[config.mk]
export PLATFORM = sky130hd
export DESIGN_NAME = down_timer
export DESIGN_NICKNAME = d
export VERILOG_FILES = /design/src/rtl/timer_pkg.sv /design/src/rtl/down_timer.sv
export SDC_FILE = /design/constraint.sdc
export NUM_CORES = 1
export LEC_CHECK = 0
export ABC_AREA = 1
export BUFFER_PORTS_ARGS = -buffer_cell sky130_fd_sc_hd__buf_2
export CORE_AREA = 4 4 41 43
export DETAILED_ROUTE_END_ITERATION = 10
export DIE_AREA = 0 0 45 47
export GPL_ROUTABILITY_DRIVEN = 0
export HOLD_SLACK_MARGIN = 0.15
export PLACE_DENSITY = 0.76
export SKIP_CTS_REPAIR_TIMING = 1
export SLEW_MARGIN = 20
export SYNTH_ARGS = -nofsm -noshare
export SYNTH_HDL_FRONTEND = slang
export SYNTH_SLANG_ARGS = --single-unit
[constraint.sdc]
create_clock -name clk -period 2.15 [get_ports clk]
set_clock_uncertainty 0.05 [all_clocks]
set_input_delay 0.43 -clock clk [delete_from_list [all_inputs] [get_ports clk]]
set_output_delay 0.43 -clock clk [all_outputs]
set_load 0.01 [all_outputs]
[src/rtl/timer_pkg.sv]
// Shared definitions for the loadable down-timer: state encoding and default width.
package timer_pkg;

  localparam int TIMER_W = 3;

  typedef enum logic [1:0] {
    S_IDLE  = 2'd0,
    S_RUN   = 2'd1,
    S_PAUSE = 2'd2,
    S_EXP   = 2'd3
  } state_e;

endpackage

[src/rtl/down_timer.sv]
// Loadable down-counter/timer with terminal-count pulse and sticky expired flag.
// Optional DOWN_TIMER_AUTORELOAD_EN: reload the last loaded value on terminal count and keep running.
//
// state   | meaning
// IDLE    | loaded, waiting for start
// RUN     | decrementing on cnt ticks
// PAUSE   | stopped, count held until start
// EXP     | reached zero, sticky until load or reset
import timer_pkg::*;

module down_timer #(
  parameter int W = TIMER_W
) (
  input  logic         clk,
  input  logic         clr_n,
  input  logic         load,
  input  logic [W-1:0] num,
  input  logic         start,
  input  logic         stop,
  input  logic         cnt,
  output logic [W-1:0] qout,
  output logic         busy,
  output logic         tc,
  output logic         expired
);

  localparam logic [W-1:0] ONE = {{(W-1){1'b0}}, 1'b1};

  state_e       state_q;
  logic [W-1:0] qout_q;
  logic         busy_q;
  logic         tc_q;
  logic         expired_q;

`ifdef DOWN_TIMER_AUTORELOAD_EN
  logic [W-1:0] reload_q;

  always_ff @(posedge clk or negedge clr_n) begin
    if (!clr_n) begin
      reload_q <= '0;
    end else if (load) begin
      reload_q <= num;
    end
  end
`endif

  always_ff @(posedge clk or negedge clr_n) begin
    if (!clr_n) begin
      state_q   <= S_IDLE;
      qout_q    <= '0;
      busy_q    <= 1'b0;
      tc_q      <= 1'b0;
      expired_q <= 1'b0;
    end else begin
      tc_q <= 1'b0;
      if (load) begin
        state_q   <= S_IDLE;
        qout_q    <= num;
        busy_q    <= 1'b0;
        expired_q <= 1'b0;
      end else begin
        case (state_q)
          S_IDLE: begin
            if (start) begin
              if (qout_q != '0) begin
                state_q <= S_RUN;
                busy_q  <= 1'b1;
              end else begin
                state_q   <= S_EXP;
                tc_q      <= 1'b1;
                expired_q <= 1'b1;
              end
            end
          end
          S_RUN: begin
            // stop outranks a coincident tick, so the paused count is exact
            if (stop) begin
              state_q <= S_PAUSE;
            end else if (cnt) begin
              if (qout_q == ONE) begin
                tc_q <= 1'b1;
`ifdef DOWN_TIMER_AUTORELOAD_EN
                qout_q <= reload_q;
`else
                qout_q    <= '0;
                state_q   <= S_EXP;
                busy_q    <= 1'b0;
                expired_q <= 1'b1;
`endif
              end else begin
                qout_q <= qout_q - ONE;
              end
            end
          end
          S_PAUSE: begin
            if (start) begin
              state_q <= S_RUN;
            end
          end
          S_EXP: begin
            qout_q <= '0;
          end
          default: begin
            state_q <= S_IDLE;
          end
        endcase
      end
    end
  end

  assign qout    = qout_q;
  assign busy    = busy_q;
  assign tc      = tc_q;
  assign expired = expired_q;

endmodule

* Word-level counts from Yosys, hierarchy flattened
Cells that the tools add are included.
** Storage, ports and cells
- Latch bits :: 0
- Input port bits :: 9
- Flip-flop bits (word level) :: 8
- Memories :: 0
- Memory bits (writable) :: 0
- Bits in read-only memories :: 0
** Operators by class
- Bitwise gates (word level) :: 0
- Mux-type cells :: 34
- Shift-type cells :: 0
- Eq/ne operators :: 13
- Divide/modulo/power cells :: 0
- Multipliers :: 0
- Add/sub/neg operators :: 1
- Magnitude comparators :: 0
- Reduce and logical (&&, ||, !) cells :: 9
** Operators by type and width (count)
- 3-bit != test (second input constant) :: 7
- 1-bit 2-to-1 mux :: 18
- 2-bit 2-to-1 mux :: 7
- 3-bit 2-to-1 mux :: 4
- 6-bit AND reduction :: 2
- 3-bit nonzero test :: 3
- 4-bit != test (second input constant) :: 2
- 1-bit one-hot mux with 2 select lines :: 3
- 2-bit one-hot mux with 3 select lines :: 1
- 3-bit one-hot mux with 2 select lines :: 1
- 5-bit AND reduction :: 1
- 2-bit equality test (second input constant) :: 2
- 4-bit nonzero test :: 1
- 3-bit by 1-bit equality test with 1-bit output (second input constant) :: 1
- 3-bit AND reduction :: 1
- 3-bit by 1-bit subtractor with 3-bit output (second input constant) :: 1
- 2-bit by 1-bit equality test with 1-bit output (second input constant) :: 1
- 2-bit zero test :: 1

* Depth between registers and ports, before layout
Gate-level depths: netlist of run 1.
- Depth in word-level cells :: 6
- Gate-level depth with buffers :: 10
- Gate-level depth less buffers :: 10

* Worst setup path before layout of run 1
OpenSTA, ideal clock, no wires.
- Path kind :: register -> register
- From :: register state_q[1]
- To :: register busy_q, in the netlist busy
- Stages on the path, launching flop included :: 10
- Period minus slack after synthesis :: 1.314 ns
- Setup slack :: 0.836 ns
- Required time :: 1.983 ns
- Buffers on the path :: 0
- Arrival :: 1.147 ns
- Cells stage by stage :: dfrtp_1 -> inv_1 -> ha_1 -> inv_1 -> nand2_1 -> nor2_1 -> nor2_1 -> nand3_1 -> nand2_1 -> nand2_1
** On the way
- Word-level cells in the longest chain between the ends :: 3
- Elaborated cells between the ends (all ways) :: 11
- Classes of those cells :: eq/ne (6); mux (2); reduce/logical (3)
** RTL lines
- start: declaration :: RTL line down_timer.sv:29 : state_e state_q;
- start signal: assignment :: RTL line down_timer.sv:49 : state_q <= S_IDLE;
- start signal: assignment :: RTL line down_timer.sv:57 : state_q <= S_IDLE;
- start signal: assignment :: RTL line down_timer.sv:66 : state_q <= S_RUN;
- 2-bit by 1-bit equality test with 1-bit output or 2-bit zero test (tied branches) :: RTL line down_timer.sv:62 : case (state_q)
- 3-bit != test (no source line) (tied with other cells)
- 6-bit AND reduction (no source line) or 1-bit 2-to-1 mux (tied branches)
- end signal: assignment :: RTL line down_timer.sv:59 : busy_q <= 1'b0;
- end signal: assignment :: RTL line down_timer.sv:67 : busy_q <= 1'b1;
- end signal: assignment :: RTL line down_timer.sv:87 : busy_q <= 1'b0;
- end: declaration :: RTL line down_timer.sv:31 : logic busy_q;
Parallel ways exist; a longest one is shown, timed or not.
A chain may end at the register's enable or synchronous reset.

* Final worst setup path of run 1
- From :: register state_q[0]
- To :: register expired_q, in the netlist expired
** On the way
- Word-level cells in the longest chain between the ends :: 3
- Elaborated cells between the ends (all ways) :: 11
- Classes of those cells :: eq/ne (6); mux (2); reduce/logical (3)
** RTL lines
- 2-bit by 1-bit equality test with 1-bit output or 2-bit zero test (tied branches) :: RTL line down_timer.sv:62
- 3-bit != test (no source line) (tied with other cells)
- 6-bit AND reduction (no source line) or 1-bit 2-to-1 mux (tied branches)
- end signal: assignment :: RTL line down_timer.sv:60 : expired_q <= 1'b0;
- end signal: assignment :: RTL line down_timer.sv:71 : expired_q <= 1'b1;
- end signal: assignment :: RTL line down_timer.sv:88 : expired_q <= 1'b1;
- end: declaration :: RTL line down_timer.sv:33 : logic expired_q;
Parallel ways exist; a longest one is shown, timed or not.

==> results of run 1 <==
-- final cells by class --
| class | instances | area [um2] |
|---|---|---|
| Timing Repair Buffer | 15 | 80.1 |
| Inverter | 15 | 56.3 |
| Multi-Input combinational cell | 75 | 409 |
| Sequential cell | 8 | 200 |
| Tap cell | 15 | 18.8 |
| Fill cell | 129 | 514 |
| Clock buffer | 3 | 22.5 |
-- power breakdown --
group          leakage (nW)  internal, mW  total (mW)  switching [mW]
Clock                0.0138        0.0638       0.114          0.0501
Combinational         0.333         0.229       0.588           0.359
Sequential            0.101         0.215       0.271          0.0559
Total                 0.448         0.508       0.972           0.464
-- state kept, by name, summed over array words and instances (netlist names) --
name and cells:
expired 1, qout 3, state_q 2, tc 1
busy 1
-- final timing paths --
path | from | end | depth (start not counted)
min in group asynchronous | clr_n | busy$_DFFE_PN0P_ | 2
hold / removal | num[1] | qout[1]$_DFFE_PN0P_ | 3
setup reg to reg | state_q[0]$_DFFE_PN0P_ | expired$_DFFE_PN0P_ | 8
setup / recovery | state_q[0]$_DFFE_PN0P_ | expired$_DFFE_PN0P_ | 8
hold reg to reg | busy$_DFFE_PN0P_ | busy$_DFFE_PN0P_ | 2
max in group asynchronous | clr_n | state_q[1]$_DFFE_PN0P_ | 2
-- routing by layer --
metal / GRT usage / vias up
met4: 0.0468 / 0
li1: - / 341
met3: 0.0728 / 2
met2: 0.291 / 15
met1: 0.175 / 294
met5: 0 / -
-- critical path: stages, from the launching register on --
cell and delay (ns):
dfrtp_1 0.41, inv_1 0.09, ha_1 0.30, nand2_1 0.12, nor2_1 0.05, nor2_1 0.12
nand3_1 0.09, nand2_1 0.06, nand2_1 0.05
-- cells in the final DEF (no fill, tap or decap), types with 3 or more instances in the layout --
cell,netlist,layout
dfrtp_1,8,8
inv_2,6,6
nand3_1,7,7
nand2_2,7,7
nor2_2,3,3
inv_1,9,9
nor2_1,13,13
o21ai_0,3,3
buf_2,0,14
ha_1,7,7
clkbuf_4,0,3
a21oi_1,3,3
nand2_1,25,25
-- kinds of logic (layout without fill, tap and decap cells) --
logic type / after synthesis / count (layout) / synth area share
and+or+nand+nor: 58 / 58 / 0.394
buffers and inverters: 16 / 33 / 0.0998
AOI/OAI and AO/OA: 9 / 9 / 0.0684
DFF: 8 / 8 / 0.296
adders and majority gates: 7 / 7 / 0.129
xor gates and xnor gates: 1 / 1 / 0.0129
-- stage by stage --
step | power [mW] | instance area [um2] | worst slack (ns)
after CTS | 0.985 | 777 | 0.687
after floorplan | 0.712 | 677 | 0.836
after detailed placement | 0.866 | 754 | 0.696
final | 0.972 | 787 | 0.708
after global placement | 0.847 | 754 | 0.715
after global routing | 1.08 | 787 | 0.525
==> results.py, run 1 <==
metrics = {
    "placement": {
        "dp.cells": 127,
        "hpwl_um": 1180,
        "io_buffers": 14,
    },
    "detailed_routing": {
        "dr_total_vias": 652,
        "drc": 0,
        "wl_per_cell_um": 10.8,
        "drt-initial-drc-count": 14,
        "antenna_left": 0,
        "wl_met1_um": 587,
        "routed_wl_um": 1410,
        "wl_met2_um": 728,
        "wl_met3_um": 84,
        "first_pass_iters": 4,
        "top_layer": "met4",
        "via_per_inst": 4.98,
    },
    "final_layout": {
        "antenna_cells": 0,
        "drive_above_1_share": 0.302,
        "synthToLayoutAreaGrowth_pct": 16.3,
        "post-route-util": 0.605,
        "layout.nets": 134,
        "stdcell_count": 131,
    },
    "synthesis": {
        "yosysMostFrequentCell": "nand2_1",
        "ys_ff_latch": 8,
        "synth_warnings": 0,
        "synthArstFlopShare": 1.00,
        "synth.area.top_cells": "dfrtp_1 30%, nand2_1 14%, ha_1 13%",
        "synth_nets": 115,
        "synth_cell_type_count": 18,
        "synth_top_area_share": 0.296,
        "synth.avg_cell_area_um2": 6.84,
        "netlist_instances": 99,
        "synth_top_cell_by_area": "dfrtp_1",
        "synthFlopType": "dfrtp_1",
        "synth_common_cells": "25 x nand2_1, 13 x nor2_1, 9 x inv_1",
        "syn_area_um2": 677,
        "synth_edf_count": 0,
        "seq_area_frac_synth": 0.296,
    },
    "clock_network": {
        "numCtsBuffers": 3,
        "clockBufferDepth": 2,
        "h-tree-depth": 1,
        "cts.clk_slew.worst_paths_ns": 0.05,
        "tritoncts": "yes",
        "cts_root_buf": "clkbuf_4",
        "cts.sinks": 8,
        "clk_latency_ns": 0.25,
    },
    "grt": {
        "grt_pass1_wl_um": 2500,
        "grt_pass1_vias": 637,
        "overflow": 0,
        "grt_start_max_net_pins": 12,
        "grt_usage": 0.163,
        "antenna_found_initial": 0,
    },
    "timing": {
        "finalHoldViolCount": 0,
        "worst_pin_slew_ns": 0.262,
        "post-route-period-util": 0.670,
        "period_needed_ns": 1.44,
        "max_freq_mhz": 694,
        "drv_slew": 0,
        "setup_viol": 0,
        "slew_headroom": 0.825,
        "setup_tns_ns": 0,
        "whs_ns": 0.411,
        "rsz0062_at_grt": "false",
    },
    "power": {
        "p_leak_nw": 0.448,
        "p_per_area_nw_per_um2": 1240,
        "peakVddDrop_mv": 0.754,
    },
    "floorplanning": {
        "boundaryPins": 15,
        "initial_core_util": 0.520,
        "fp.dieArea_um2": 2120,
        "die_x_um": 45,
        "die_h_um": 47,
        "rows": 13,
        "core_um2": 1300,
    },
    "critical_path": {
        "critPathMaxFanout": 6,
        "cp-start-kind": "flip-flop",
        "cp.arrival_ns": 1.54,
        "reg2reg_slack_ns": 0.71,
        "cp.required_ns": 2.25,
        "crit_path_end_kind": "flip-flop",
        "worstSetupPathType": "reg -> reg",
    },
    "worst_hold_path": {
        "hp-class": "in -> reg",
    },
    "outcome": {
        "status": "finished, final reports clean",
    },
    "job": {
        "maxCapViolCount": 0,
    },
}
No activity file was read; power rests on OpenSTA's default activity.
==> run 2, diff against run 1 <==
Settings changed: CORE_AREA 4 4 41 43 to not set, CORE_MARGIN set to 4, CORE_UTILIZATION set to 46, DIE_AREA 0 0 45 47 to not set, PLACE_DENSITY 0.76 to 0.72.
Clock period 2.15 ns to 1.25 ns, I/O delays scaled along.
==> results.py, run 2 (same netlist as run 1, synthesis figures left out) <==
metrics = {
    "final_layout": {
        "layout_common_cells": "21 x nand2_1, 14 x buf_2, 11 x inv_2",
        "synthToLayoutAreaGrowth_pct": 43.6,
        "multi_input_area_um2": 514,
        "antenna_cells": 0,
        "final_common_cell": "nand2_1",
        "finalInstanceArea_um2": 972,
        "regArea_um2": 201,
        "layout.nets": 144,
        "fillers": 109,
        "largest_reg_flops": 3,
        "drive_above_1_share": 0.556,
    },
    "detailed_routing": {
        "wl_per_cell_um": 10.9,
        "wl_met2_um": 799,
        "drc": 0,
        "drt-initial-drc-count": 4,
        "first_pass_iters": 5,
        "via_per_inst": 4.93,
        "antenna_left": 0,
        "wl_met3_um": 90,
        "wl_met1_um": 613,
        "top_layer": "met4",
        "dr_total_vias": 695,
        "routed_wl_um": 1540,
    },
    "clock_network": {
        "numCtsBuffers": 3,
        "cts.sinks": 8,
        "cts.clk_slew.worst_paths_ns": 0.05,
        "h-tree-depth": 1,
        "tritoncts": "yes",
        "clk_latency_ns": 0.26,
        "cts_root_buf": "clkbuf_4",
        "clockBufferDepth": 2,
    },
    "critical_path": {
        "critPathMaxFanout": 6,
        "r2r-start": "state_q[1]$_DFFE_PN0P_",
        "r2r-end": "qout[0]$_DFFE_PN0P_",
        "startpoint": "state_q[1]$_DFFE_PN0P_",
        "reg2regPathDepth": 9,
        "reg2reg_slack_ns": -0.07,
        "cp.required_ns": 1.35,
        "crit_path_end_kind": "flip-flop",
        "cp-start-kind": "flip-flop",
        "path_common_cell": "nand2_2",
        "worstSetupPathType": "reg -> reg",
        "crit_chain": "inv_2 -> ha_4 -> nand2_4 -> nor2_4 -> nor2_2 -> nand2_2 -> inv_2 -> nand2_2 -> nand2_2",
        "slowest_delay_ns": 0.39,
        "cp_slowest_cell": "dfrtp_1",
        "cp.arrival_ns": 1.42,
    },
    "timing": {
        "max_freq_mhz": 758,
        "post-route-period-util": 1.06,
        "setup_ws_ns": -0.0688,
        "slew_headroom": 0.840,
        "drv_slew": 0,
        "period_needed_ns": 1.32,
        "setup_viol": 7,
        "worst_pin_slew_ns": 0.240,
        "rsz0062_at_grt": "true",
        "setup_tns_ns": -0.264,
        "finalHoldViolCount": 0,
    },
    "floorplanning": {
        "die_x_um": 46.4,
        "boundaryPins": 15,
        "die_h_um": 46.4,
        "fp.dieArea_um2": 2150,
        "initial_core_util": 0.501,
        "rows": 13,
        "core_um2": 1350,
    },
    "outcome": {
        "violations": "setup timing",
        "status": "finished, violations left",
    },
    "worst_hold_path": {
        "min_from": "num[1]",
        "min_to": "qout[1]$_DFFE_PN0P_",
        "hold_depth": 3,
        "hp-class": "in -> reg",
    },
    "placement": {
        "hpwl_um": 1200,
        "io_buffers": 14,
        "place_area_um2": 825,
    },
    "grt": {
        "grt_pass1_vias": 629,
        "grt_pass1_wl_um": 2420,
        "grt_usage": 0.159,
        "overflow": 0,
        "grt_start_max_net_pins": 9,
        "antenna_found_initial": 0,
    },
    "power": {
        "p_leak_nw": 0.503,
        "p_per_area_nw_per_um2": 2200,
        "peakVddDrop_mv": 1.20,
    },
    "job": {
        "maxCapViolCount": 0,
    },
}
## run 2: final cells by class
cell class	count	area share
multi-input cells	75	0.529
inverters	15	0.0579
clock buffers	3	0.0232
flip-flops and latches	8	0.207
well taps	15	0.0193
repair buffers	25	0.163
## run 2: layer usage
layer	global-route usage	vias up
met5	0	-
met4	0.0739	0
met3	0.0586	6
met2	0.280	19
met1	0.164	310
li1	-	360
## run 2: worst max path at each step
stage / cells after the start / end
finish: 9 / qout[0]$_DFFE_PN0P_
global placement: 9 / expired$_DFFE_PN0P_
detailed placement: 9 / expired$_DFFE_PN0P_
CTS: 9 / busy$_DFFE_PN0P_
global route: 9 / state_q[0]$_DFFE_PN0P_
floorplan: 9 / expired$_DFFE_PN0P_
## run 2: report_power, final
part | internal, mW | switching, mW | total (mW)
combinational | 0.676 | 0.788 | 1.46
clock | 0.110 | 0.0879 | 0.198
sequential | 0.373 | 0.105 | 0.478
## run 2: metrics by stage
stage	total power, mW	utilization	hold slack, ns	setup WS (ns)	instances
after floorplan	1.23	-	-0.0956	-0.0387	99
after global routing	2.38	0.720	0.246	-0.172	141
after global placement	1.60	0.611	0.0549	-0.107	136
after detailed placement	1.63	0.611	0.0561	-0.122	136
final	2.14	0.720	0.224	-0.0688	141
after CTS	1.84	0.627	-0.218	-0.134	139
## run 2: worst max-delay path: cells and delay by family, from the launching register on
kind,cells,cell delay [ns]
simple gates,6,0.43
flops,1,0.39
fa+ha+maj,1,0.18
buf+inv,2,0.16
